--- src/rtl/transmitter_data_pkg.sv ---
// Shared MIL-STD-1553 word definitions and Manchester II / parity helpers.
package lib_1553;

    localparam int M1553_NUM_DATA_BITS   = 16;
    localparam int M1553_NUM_PARITY_BITS = 1;

    typedef logic [M1553_NUM_DATA_BITS-1:0] word_t;

    typedef enum logic {
        SYNC_DATA = 1'b0,
        SYNC_CMD  = 1'b1
    } sync_t;

    // Receive side: chip pair {first, second} -> {valid, bit}; 10 = 1, 01 = 0.
    function automatic logic [1:0] Decode_Manchester_Chips(input logic [1:0] chips);
        return {chips[1] ^ chips[0], chips[1]};
    endfunction

    // Transmit side: bit -> chip pair {first, second}; inverse of the decoder.
    function automatic logic [1:0] Encode_Manchester_Bit(input logic b);
        return b ? 2'b10 : 2'b01;
    endfunction

    // Odd parity: ones(word) + parity is always odd.
    function automatic logic Calc_Odd_Parity(input word_t w);
        return ~^w;
    endfunction

endpackage

--- src/rtl/transmitter_data.sv ---
// Manchester II serializer for one 1553 word: sync, 16 data bits MSB first,
// odd parity. Output chips advance only on i_chip_tick.
module transmitter_data
    import lib_1553::*;
#(
    parameter logic IDLE_LEVEL = 1'b0,
    parameter int   SYNC_CHIPS = 6
) (
    input  logic  i_clk,
    input  logic  i_reset,
    input  logic  i_clear,
    input  logic  i_chip_tick,
    input  logic  i_start,
    input  logic  i_sync_type,
    input  word_t i_data_word,
    output logic  o_ready,
    output logic  o_busy,
    output logic  o_done,
    output logic  o_tx_out,
    output logic  o_tx_en
);

    localparam logic [1:0] ST_IDLE = 2'd0;
    localparam logic [1:0] ST_SYNC = 2'd1;
    localparam logic [1:0] ST_DATA = 2'd2;
    localparam logic [1:0] ST_DONE = 2'd3;

    localparam logic [2:0] SYNC_HALF = 3'(SYNC_CHIPS / 2);
    localparam logic [2:0] SYNC_LAST = 3'(SYNC_CHIPS - 1);
    // bit_idx value that carries the parity bit
    localparam logic [4:0] PARITY_IDX = 5'(M1553_NUM_DATA_BITS);

    logic [1:0] r_state;
    word_t      r_word;
    sync_t      r_sync;
    logic       r_parity;
    logic [2:0] r_sync_cnt;
    logic [4:0] r_bit_idx;
    logic       r_chip_idx;
    logic       r_last;       // final data chip is on the line; next tick ends the frame
    logic       r_tx_out;
    logic       r_tx_en;

    logic [3:0] w_sel;
    logic       w_bit;
    logic [1:0] w_pair;
    logic       w_data_chip;
    logic       w_sync_chip;

    // Chip selection for the current sync/data position
    always_comb begin
        w_sel       = 4'd15 - r_bit_idx[3:0];
        w_bit       = (r_bit_idx == PARITY_IDX) ? r_parity : r_word[w_sel];
        w_pair      = Encode_Manchester_Bit(w_bit);
        w_data_chip = r_chip_idx ? w_pair[0] : w_pair[1];
        // Command sync is high-then-low, data sync low-then-high
        w_sync_chip = (r_sync_cnt < SYNC_HALF) ? (r_sync == SYNC_CMD) : (r_sync != SYNC_CMD);
    end

    // Frame sequencer; reset and clear abort immediately, independent of tick
    always_ff @(posedge i_clk) begin
        if (i_reset || i_clear) begin
            r_state    <= ST_IDLE;
            r_word     <= '0;
            r_sync     <= SYNC_DATA;
            r_parity   <= 1'b0;
            r_sync_cnt <= '0;
            r_bit_idx  <= '0;
            r_chip_idx <= 1'b0;
            r_last     <= 1'b0;
            r_tx_out   <= IDLE_LEVEL;
            r_tx_en    <= 1'b0;
        end else begin
            case (r_state)
                ST_IDLE: begin
                    // A tick coinciding with accept is deliberately not used
                    if (i_start) begin
                        r_word     <= i_data_word;
                        r_sync     <= sync_t'(i_sync_type);
                        r_parity   <= Calc_Odd_Parity(i_data_word);
                        r_sync_cnt <= '0;
                        r_bit_idx  <= '0;
                        r_chip_idx <= 1'b0;
                        r_last     <= 1'b0;
                        r_state    <= ST_SYNC;
                    end
                end
                ST_SYNC: begin
                    if (i_chip_tick) begin
                        r_tx_en  <= 1'b1;
                        r_tx_out <= w_sync_chip;
                        if (r_sync_cnt == SYNC_LAST) begin
                            r_state    <= ST_DATA;
                            r_bit_idx  <= '0;
                            r_chip_idx <= 1'b0;
                        end else begin
                            r_sync_cnt <= r_sync_cnt + 3'd1;
                        end
                    end
                end
                ST_DATA: begin
                    if (i_chip_tick) begin
                        if (r_last) begin
                            r_tx_en  <= 1'b0;
                            r_tx_out <= IDLE_LEVEL;
                            r_last   <= 1'b0;
                            r_state  <= ST_DONE;
                        end else begin
                            r_tx_out   <= w_data_chip;
                            r_chip_idx <= ~r_chip_idx;
                            if (r_chip_idx) begin
                                if (r_bit_idx == PARITY_IDX)
                                    r_last <= 1'b1;
                                else
                                    r_bit_idx <= r_bit_idx + 5'd1;
                            end
                        end
                    end
                end
                ST_DONE: begin
                    r_state <= ST_IDLE;
                end
                default: begin
                    r_state  <= ST_IDLE;
                    r_tx_en  <= 1'b0;
                    r_tx_out <= IDLE_LEVEL;
                end
            endcase
        end
    end

    assign o_ready  = (r_state == ST_IDLE);
    assign o_busy   = (r_state == ST_SYNC) || (r_state == ST_DATA);
    assign o_done   = (r_state == ST_DONE);
    assign o_tx_out = r_tx_out;
    assign o_tx_en  = r_tx_en;

endmodule

--- config.mk ---
export PLATFORM = sky130hd
export DESIGN_NAME = transmitter_data
export DESIGN_NICKNAME = d
export VERILOG_FILES = /design/src/rtl/transmitter_data_pkg.sv /design/src/rtl/transmitter_data.sv
export SDC_FILE = /design/constraint.sdc
export NUM_CORES = 1
export LEC_CHECK = 0
export BUFFER_PORTS_ARGS = -buffer_cell sky130_fd_sc_hd__buf_2
export CAP_MARGIN = 10
export CORE_ASPECT_RATIO = 0.8
export CORE_UTILIZATION = 60
export DETAILED_ROUTE_END_ITERATION = 8
export GPL_ROUTABILITY_DRIVEN = 0
export MAX_ROUTING_LAYER = met4
export PLACE_DENSITY_LB_ADDON = 0.12
export REMOVE_ABC_BUFFERS = 1
export SYNTH_ARGS = -nofsm -noshare
export SYNTH_HDL_FRONTEND = slang
export SYNTH_SLANG_ARGS = --single-unit
--- constraint.sdc ---
create_clock -name i_clk -period 5 [get_ports i_clk]
set_input_delay 0.75 -clock i_clk [delete_from_list [all_inputs] [get_ports i_clk]]
set_output_delay 0.75 -clock i_clk [all_outputs]
set_load 0.01 [all_outputs]
==> flow_summary.yaml <==
sta:
  clock.fmax_mhz: 438
  drv_slew: 0
  tns_ps: 0
  layout_min_cycle_time_ps: 2280
  skew_ps: 17.1
  layout_setup_ws_ps: 2720
  max_slew_margin_pct: 56.6
  final-hold-violation-count: 0
  hold_slack_ps: 455
  finalCritPeriodShare_pct: 45.7
  rsz0062_at_grt: "no"
  tightest_slew_ps: 647
  setup_violations: 0
clock_network:
  path_clk_slew_ps: 110
  cts_hold_buf: 0
  cts_made_buffers: 5
  htree_levels: 2
  cts_resized: 0
  cts_tree: "done"
  cts.sinks: 32
  cts-root-buf: "clkbuf_4"
  insertion_delay_ps: 330
  cts_buffer_depth: 2
  cts_setup_buffers: 0
setup_path:
  crit_type: "flip-flop to flip-flop"
  cp_data_required_time_ps: 5210
  cp-end-kind: "flip-flop"
  critPathArrivalTime_ps: 2490
  worst-path-max-fanout: 14
  crit_chain: "inv_1, ha_1, and2b_1, o21ba_2, a211oi_4, nand4_1, xor2_1, nor2_1"
  cpMaxStageDelayCell: "ha_1"
  cp_slowest_stage_delay_ps: 500
  reg2reg_from: "r_state[0]"
  crit_path_start_kind: "flip-flop"
  r2r.worst_path.cells: 8
  crit_start: "r_state[0]"
finish:
  drive_above_1_share_pct: 18.1
  final_cells: 275
  layout.nets: 267
  design_area_sq_um: 1930
  fill_cells: 246
  regArea_sq_um: 641
  insertedDiodeCount: 0
  final_util_pct: 69.6
  multi_input_area_sq_um: 1040
  area_delta_synth_final_pct: 10.4
placed_design:
  dp_hpwl_um: 2670
  place_inst: 268
  dpl_worst_slack_ps: 2750
  port_buffers: 26
  dpl_cell_area_sq_um: 1880
drt:
  num_vias: 1523
  drt-initial-drc-count: 66
  ant_nets: 0
  dr.pass1.iters: 4
  via_per_inst: 5.54
  drc_errors: 0
  wire_per_inst_um: 13.1
  routed_wl_um: 3610
yosys:
  synth_top_area_cell: "dfxtp_1"
  yosysWarnings: 0
  synth.distinct_cells: 38
  synth-seq-cells: 32
  avgSynthCellArea_sq_um: 8.15
  synth_flop_cell: "dfxtp_1"
  synth.top_cell.area_share_pct: 36.7
  synthTopCellsByCount: "49 x nand2_1, 32 x dfxtp_1, 23 x a21oi_1"
  seq_area_frac_synth_pct: 36.7
  ys_top_cells_by_area: "dfxtp_1 37%, nand2_1 11%, xnor2_1 7.0%, a21oi_1 6.6%, ha_1 5.7%"
  synth-edff-count: 0
  async_reset_ff_share_pct: 0
  syn_inst: 214
  syn-cell-area_sq_um: 1740
  synth.most_common_cell: "nand2_1"
floorplanning:
  die_area_sq_um: 3130
  placementRows: 17
  start_util_pct: 63.1
  die_w_um: 62.3
  io_pins: 27
  die_y_um: 50.2
  core-area_sq_um: 2770
power:
  ir_worst_vdd_mv: 0.197
  p_per_area_nw_per_um2: 259
  power_uw: 500
  p_leak_nw: 0.738
global_route:
  grt_pass1_wl_um: 6200
  grt_antenna_before_repair: 0
  grt_pass1_vias: 1431
  grt_usage_pct: 26.7
  grt.overflow.total: 0
  grt_max_degree: 25
worst_hold_path:
  hold_path_class: "flip-flop to flip-flop"
  hold_depth: 2
  hold_start: "r_parity"
outcome:
  status: "complete, no violations"
job:
  cap_violations: 0
-- area by class of cell --
class	count	area share [%]
Tap cell	38	2.47
Inverter	6	1.17
Clock buffer	6	2.14
Multi-Input combinational cell	166	53.9
Clock inverter	1	0.260
Timing Repair Buffer	26	6.76
Sequential cell	32	33.3
-- registers in the layout (all words and copies together) (netlist names) --
name / count
r_word: 16
o_tx_out: 1
r_chip_idx: 1
r_sync_cnt: 3
r_state: 2
r_parity: 1
o_tx_en: 1
r_bit_idx: 5
r_sync: 1
r_last: 1
-- logic make-up (layout without fill, tap and decap cells) --
logic type,Yosys count,count (layout),share of synthesized area (%)
xor+xnor,21,21,10.5
flops,32,32,36.7
buf+inv,16,39,3.73
mux,7,7,6.24
compound gates,39,39,14.1
fa+ha+maj,8,8,5.74
simple gates,91,91,22.9
-- cell usage in the layout, fill, tap and decap left out, types with 2 or more instances in the layout --
master / count
nand2_1: 49
mux2i_1: 3
nor2_1: 20
nand4_1: 3
inv_1: 5
or2_2: 2
a21oi_1: 23
dfxtp_1: 32
xnor2_1: 14
mux4_2: 3
ha_1: 8
buf_2: 26
nand3_1: 4
nor3_1: 3
clkbuf_4: 5
o21ai_0: 4
and2b_1: 2
a211oi_1: 4
xor2_1: 7
-- critical path, delay by kind of cell, from the launching register on --
family / cells / cell delay (ps)
and+or+nand+nor: 3 / 510
buffers and inverters: 1 / 90
AOI/OAI and AO/OA: 2 / 540
adders and majority gates: 1 / 500
DFF: 1 / 350
xor gates and xnor gates: 1 / 180
-- metal layers --
metal	vias up	global-route usage, %	wire length (um)
li1	758	-	-
met3	4	6.14	159
met4	0	8.53	28
met5	-	-	0
met2	38	43.4	1710
met1	723	33.4	1720
-- path summary, 6_finish.rpt --
check | end | slack, ps
worst max-delay path | r_bit_idx[3] | 2720
worst min-delay path | r_parity | 460
worst max register to register | r_bit_idx[3] | 2720
worst min register to register | r_parity | 460
-- power breakdown --
| group | internal, mW | switching, mW |
|---|---|---|
| clock | 0.0517 | 0.0820 |
| combinational | 0.0428 | 0.0555 |
| sequential | 0.263 | 0.00497 |
| total | 0.357 | 0.142 |
Note: power is estimated with default switching activity, not from simulation.
